$ cat src/rtl/truth_table_sequencer_pkg.sv
// Shared definitions for the truth-table sequencer.
// Holds:
//   - the FSM state encoding
//   - the vector, table, counter and settle widths
//   - the golden truth table of F = (A+B)(C+D)E and its ones count
package truth_table_sequencer_pkg;

  typedef enum logic [1:0] {
    S_IDLE   = 2'd0,
    S_WAIT   = 2'd1,
    S_SAMPLE = 2'd2,
    S_DONE   = 2'd3
  } state_t;

  localparam int VEC_W       = 5;   // {A,B,C,D,E}
  localparam int TABLE_DEPTH = 32;  // 2**VEC_W vectors
  localparam int ONES_W      = 6;   // holds 0..32
  localparam int SETTLE_W    = 4;   // settle time 0..15

  // Bit i = F for vector i.  F is 1 only for odd vectors that have bit 1 or
  // bit 2 set and bit 3 or bit 4 set: vectors 11,13,15,19,21,23,27,29,31.
  localparam logic [TABLE_DEPTH-1:0] GOLDEN_TABLE = 32'hA8A8_A800;
  localparam int                     GOLDEN_ONES  = 9;

endpackage

$ cat src/rtl/truth_table_sequencer_settle_timer.sv
// Loadable down-counter that times the settle wait for each vector.
// Ports:
//   clk        - rising-edge clock
//   rst        - asynchronous, active-high reset (count returns to 0)
//   load       - load load_value this cycle (has priority over dec)
//   load_value - value to load
//   dec        - decrement by one; the counter holds at zero
//   zero       - high when the count is zero
module truth_table_sequencer_settle_timer #(
  parameter int W = 4
) (
  input  logic         clk,
  input  logic         rst,
  input  logic         load,
  input  logic [W-1:0] load_value,
  input  logic         dec,
  output logic         zero
);

  logic [W-1:0] count_reg;

  always_ff @(posedge clk or posedge rst) begin
    if (rst) begin
      count_reg <= '0;
    end else if (load) begin
      count_reg <= load_value;
    end else if (dec && (count_reg != '0)) begin
      count_reg <= count_reg - W'(1);
    end
  end

  assign zero = (count_reg == '0);

endmodule

$ cat src/rtl/truth_table_sequencer.sv
// Self-test / characterisation driver for the 5-input gate block
// F = (A+B)(C+D)E.
//
// A sweep works as follows:
//   - All 32 input vectors are driven in order.
//   - Each vector is held for SETTLE+1 wait cycles and then sampled for one
//     cycle, so each vector costs SETTLE+2 cycles.
//   - F is captured into a truth table and its ones are counted.
//   - At the end, the captured table is compared with EXPECTED.
//
// Ports:
//   clk        - rising-edge clock
//   rst        - asynchronous, active-high reset
//   start      - one-cycle sweep request; only looked at in IDLE
//   abort      - cancel the sweep in any state (wins over start)
//   vec_out    - vector driven to the gate block, {A,B,C,D,E}
//   f_in       - F returned by the gate block
//   busy       - high while a sweep is in progress
//   done       - one-cycle pulse on normal sweep completion
//   table_out  - captured truth table, bit i = F for vector i
//   ones_count - number of ones captured so far
//   match      - table_out == EXPECTED, set when the sweep completes
module truth_table_sequencer
  import truth_table_sequencer_pkg::*;
#(
  parameter int unsigned              SETTLE   = 1,
  parameter logic [TABLE_DEPTH-1:0]   EXPECTED = GOLDEN_TABLE
) (
  input  logic                   clk,
  input  logic                   rst,
  input  logic                   start,
  input  logic                   abort,
  output logic [VEC_W-1:0]       vec_out,
  input  logic                   f_in,
  output logic                   busy,
  output logic                   done,
  output logic [TABLE_DEPTH-1:0] table_out,
  output logic [ONES_W-1:0]      ones_count,
  output logic                   match
);

  localparam logic [SETTLE_W-1:0] SETTLE_LOAD = SETTLE_W'(SETTLE);
  localparam logic [VEC_W-1:0]    LAST_INDEX  = VEC_W'(TABLE_DEPTH - 1);

  state_t                   state_reg, state_next;
  logic [VEC_W-1:0]         index_reg, index_next;
  logic [VEC_W-1:0]         vec_next;
  logic                     busy_next, done_next, match_next;
  logic [TABLE_DEPTH-1:0]   table_next;
  logic [ONES_W-1:0]        ones_next;
  logic                     timer_load, timer_dec, timer_zero;

  truth_table_sequencer_settle_timer #(
    .W (SETTLE_W)
  ) u_settle_timer (
    .clk        (clk),
    .rst        (rst),
    .load       (timer_load),
    .load_value (SETTLE_LOAD),
    .dec        (timer_dec),
    .zero       (timer_zero)
  );

  always_ff @(posedge clk or posedge rst) begin
    if (rst) begin
      state_reg  <= S_IDLE;
      index_reg  <= '0;
      vec_out    <= '0;
      busy       <= 1'b0;
      done       <= 1'b0;
      table_out  <= '0;
      ones_count <= '0;
      match      <= 1'b0;
    end else begin
      state_reg  <= state_next;
      index_reg  <= index_next;
      vec_out    <= vec_next;
      busy       <= busy_next;
      done       <= done_next;
      table_out  <= table_next;
      ones_count <= ones_next;
      match      <= match_next;
    end
  end

  always_comb begin
    state_next = state_reg;
    index_next = index_reg;
    vec_next   = vec_out;
    busy_next  = busy;
    done_next  = 1'b0;     // done is a pulse; it only rises on the final sample
    table_next = table_out;
    ones_next  = ones_count;
    match_next = match;
    timer_load = 1'b0;
    timer_dec  = 1'b0;

    unique case (state_reg)
      S_IDLE: begin
        if (start && !abort) begin
          state_next = S_WAIT;
          index_next = '0;
          vec_next   = '0;
          busy_next  = 1'b1;
          table_next = '0;
          ones_next  = '0;
          match_next = 1'b0;
          timer_load = 1'b1;
        end
      end

      S_WAIT: begin
        if (abort) begin
          state_next = S_IDLE;
          busy_next  = 1'b0;
          vec_next   = '0;
        end else if (timer_zero) begin
          state_next = S_SAMPLE;
        end else begin
          timer_dec = 1'b1;
        end
      end

      S_SAMPLE: begin
        // An abort here drops this vector's capture entirely.
        if (abort) begin
          state_next = S_IDLE;
          busy_next  = 1'b0;
          vec_next   = '0;
        end else begin
          table_next[index_reg] = f_in;
          ones_next             = ones_count + ONES_W'(f_in);
          if (index_reg == LAST_INDEX) begin
            // done/busy become visible during the DONE cycle itself.
            state_next = S_DONE;
            busy_next  = 1'b0;
            done_next  = 1'b1;
          end else begin
            state_next = S_WAIT;
            index_next = index_reg + VEC_W'(1);
            vec_next   = index_reg + VEC_W'(1);
            timer_load = 1'b1;
          end
        end
      end

      S_DONE: begin
        state_next = S_IDLE;
        if (abort) begin
          // match stays at the 0 it was given when the sweep started.
          vec_next = '0;
        end else begin
          match_next = (table_out == EXPECTED);
        end
      end

      default: begin
        state_next = S_IDLE;
      end
    endcase
  end

endmodule
$ cat config.mk
export PLATFORM = sky130hd
export DESIGN_NAME = truth_table_sequencer
export DESIGN_NICKNAME = d
export VERILOG_FILES = /design/src/rtl/truth_table_sequencer_pkg.sv /design/src/rtl/truth_table_sequencer_settle_timer.sv /design/src/rtl/truth_table_sequencer.sv
export SDC_FILE = /design/constraint.sdc
export NUM_CORES = 1
export LEC_CHECK = 0
export BUFFER_PORTS_ARGS = -buffer_cell sky130_fd_sc_hd__buf_2
export CAP_MARGIN = 20
export CELL_PAD_IN_SITES_DETAIL_PLACEMENT = 1
export CELL_PAD_IN_SITES_GLOBAL_PLACEMENT = 1
export CORE_MARGIN = 5
export CORE_UTILIZATION = 43
export CTS_CLUSTER_SIZE = 20
export DETAILED_ROUTE_END_ITERATION = 10
export PLACE_DENSITY = 0.8
export SYNTH_ARGS = -nofsm -noshare
export SYNTH_HDL_FRONTEND = slang
export SYNTH_HIERARCHICAL = 1
export SYNTH_SLANG_ARGS = --single-unit
$ cat constraint.sdc
create_clock -name clk -period 3 [get_ports clk]
set_input_delay 0.6 -clock clk [delete_from_list [all_inputs] [get_ports clk]]
set_output_delay 0.6 -clock clk [all_outputs]
set_load 0.005 [all_outputs]
==> flow_summary.json <==
{
  "whs_ns": 0.160,
  "syn-instance-count": 358,
  "crit_arrival_ns": 2.55,
  "p_sw_frac": 0.343,
  "final.fill_count": 889,
  "grt_setup_unrepaired": "no",
  "reg2reg_depth": 9,
  "status": "finished clean",
  "hold_class": "in2async",
  "leakagePower_nw": 1.79,
  "synthFlopType": "dfrtp_1",
  "synth_area_mm2": 0.00323,
  "final-setup-viol-count": 0,
  "largest_reg_flops": 32,
  "wl_met2_um": 4630,
  "final_cell_count_no_fill": 509,
  "layout.nets": 424,
  "cts_max_path_buffers": 2,
  "crit_type": "reg2reg",
  "cts_tree": "yes",
  "tightest_slew_ns": 0.704,
  "skew_ns": 0.00619,
  "die_w_um": 96.6,
  "pwr-share-seq": 0.427,
  "io_buffers": 50,
  "p_total_mw": 2.04,
  "syn_to_final_growth_pct": 15.4,
  "wire_per_inst_um": 18.6,
  "placed_area_mm2": 0.00355,
  "start_util": 0.443,
  "utilization": 0.511,
  "final_hold_viol_count": 0,
  "synth.avg_cell_area_um2": 9.01,
  "drtIter0Drc": 170,
  "hpwl_um": 6790,
  "drive_gt1_frac": 0.200,
  "drv_cap": 0,
  "yosysTopAreaCellShare": 0.442,
  "ys_async_sr_fraction": 1.00,
  "grt_pass1_vias": 3011,
  "diodes": 0,
  "firstDrtPassIters": 4,
  "powerDensity_mw_per_mm2": 548,
  "row_count": 31,
  "grt-ovfl-total": 0,
  "p_sw_uw": 699,
  "fin_setup_tns_ns": 0,
  "ys_seq_area_frac": 0.442,
  "max_freq_ghz": 0.428,
  "postLayoutCellArea_mm2": 0.00372,
  "clkSinkCount": 57,
  "p_int_mw": 1.34,
  "top_layer": "met4",
  "pwr-share-comb": 0.259,
  "wl_met3_um": 379,
  "relSlewSlack": 0.527,
  "worst_setup_path_start_kind": "flip-flop",
  "drc": 0,
  "synth_edf_count": 0,
  "reg_top3": "table_out: 32 flops, ones_count: 6 flops",
  "grt_max_degree": 42,
  "maxSlewViolCount": 0,
  "m1WireLength_um": 4270,
  "die_h_um": 96.6,
  "vias_per_cell": 5.68,
  "r2r_start": "u_settle_timer/count_reg[0]$_DFFE_PP0P_",
  "dieArea_mm2": 0.00934,
  "vias": 2892,
  "core_area_mm2": 0.00729,
  "ctsHoldBuffers": 0,
  "cts_root_buf": "clkbuf_8",
  "synth_area_leader_cell": "dfrtp_1",
  "ant_nets": 0,
  "ioPinCount": 51,
  "r2r-end": "u_settle_timer/count_reg[3]$_DFFE_PP0P_",
  "ctsHtreeMaxLevel": 3,
  "synth_area_leaders": "dfrtp_1, nand2_1, a21oi_1",
  "cp_max_fo": 7,
  "antenna_found_initial": 0,
  "fin_crit_sh": 0.778,
  "power_frac_clock": 0.315,
  "clk_pin_slew_worst_paths_ns": 0.06,
  "cts_inserted_buffers": 9,
  "grt_pass1_wl_um": 15500,
  "routed_wirelength_um": 9450,
  "pre_cts_slack_ns": 0.680,
  "yosysWarnings": 6,
  "finalWorstSetupSlack_ns": 0.666,
  "yosysUniqueCellTypes": 57,
  "ys_ff_latch": 57,
  "worstSkewPairLatency_ns": 0.33,
  "required_ns": 3.22,
  "placed_cells": 495,
  "r2r_setup_slack_ns": 0.67,
  "fin_crit_ns": 2.33,
  "end_kind": "flip-flop",
  "vdd_drop_max_uv": 438,
  "regMostFlops": "table_out",
  "track_usage": 0.201,
  "routabilityCongestion": 0.804,
  "post-cts-setup-buffers": 0,
  "cts_resized": 0
}
[worst max path at each step]
stage,startpoint,to,slack (ns),cells after the start
floorplan,index_reg[0]$_DFFE_PP0P_,u_settle_timer/count_reg[3]$_DFFE_PP0P_,0.66,9
global placement,index_reg[0]$_DFFE_PP0P_,u_settle_timer/count_reg[3]$_DFFE_PP0P_,0.81,7
detailed placement,u_settle_timer/count_reg[0]$_DFFE_PP0P_,u_settle_timer/count_reg[3]$_DFFE_PP0P_,0.68,9
CTS,u_settle_timer/count_reg[0]$_DFFE_PP0P_,u_settle_timer/count_reg[3]$_DFFE_PP0P_,0.67,9
global route,u_settle_timer/count_reg[0]$_DFFE_PP0P_,u_settle_timer/count_reg[3]$_DFFE_PP0P_,0.47,9
finish,u_settle_timer/count_reg[0]$_DFFE_PP0P_,u_settle_timer/count_reg[3]$_DFFE_PP0P_,0.67,9
[worst max-delay path, cell delays in order, from the launching register on]
cell	delay, ns
dfrtp_1	0.37
inv_1	0.09
ha_1	0.24
or3b_4	0.27
inv_1	0.05
nor3b_1	0.35
buf_4	0.22
nor4b_2	0.27
nor3b_1	0.09
a221o_1	0.27
[layout make-up]
class | count | area (um2) | share of cell area
clock buffer | 11 | 151 | 0.0407
clock inverter | 3 | 17.5 | 0.00470
inverter | 13 | 48.8 | 0.0131
multi-input combinational | 270 | 1660 | 0.446
sequential | 57 | 1430 | 0.383
tap | 99 | 124 | 0.0333
timing repair buffer | 56 | 295 | 0.0793
[Yosys cell counts (3+ instances only)]
cell type and count:
buf_1 3, nor3_1 6, mux2i_1 9, nand4_1 4, buf_2 4, o21ai_0 22
nor4b_1 4, ha_1 12, nor2_1 8, and3_1 3, nand3_1 10, clkbuf_1 10
nor4_1 3, inv_1 13, dfrtp_1 57, o21ai_1 7, a22o_1 5, o31ai_1 3
a21o_1 3, nor3b_1 6, xnor2_1 5, nor4bb_1 3, a21oi_1 37, nand2_1 74
a21boi_0 5, nand2b_1 6
[per-layer routing]
metal,GRT usage,up-vias
li1,-,1353
met1,0.261,1461
met2,0.341,61
met3,0.0331,17
met4,0.0691,0
met5,0,-
[cells by family after synthesis]
kind of cell / synth area share
adder cells (fa/ha/maj): 0.0465
XOR/XNOR: 0.0163
buffers and inverters: 0.0458
flip-flops: 0.442
AO/OA/AOI/OAI: 0.178
other: 0.00233
AND/OR/NAND/NOR: 0.234
multiplexers: 0.0349
[placed cells by master (no fill, tap or decap), types with 2 or more instances in the layout]
cell,netlist,final
nor2_1,8,8
nor3b_1,6,6
nand2b_1,6,6
nand4_1,4,4
conb_1,2,4
nand3_1,10,10
inv_1,13,12
clkbuf_8,0,11
o211ai_1,2,2
nor3_1,6,6
nor4bb_1,3,3
o21ai_0,22,22
o21ai_1,7,7
nor4_1,3,3
nor4_2,2,2
buf_4,1,6
mux2i_1,9,9
nor4b_1,4,4
and3b_1,2,2
a22o_1,5,5
clkinv_2,0,2
a21oi_1,37,37
and3_1,3,3
a21boi_0,5,5
xnor2_1,5,5
ha_1,12,12
dfrtp_1,57,57
a21o_1,3,3
buf_2,4,50
o31ai_1,3,3
nand2_1,74,74
[power groups by stage]
stage               clock, mW  combinational (mW)  sequential, mW
floorplan                   0               0.400           0.872
global placement            0               0.510           0.878
detailed placement          0               0.526           0.885
CTS                     0.650               0.530           0.871
global route            0.686               0.582           0.876
finish                  0.641               0.528           0.870
No activity file was read; power rests on OpenSTA's default activity.
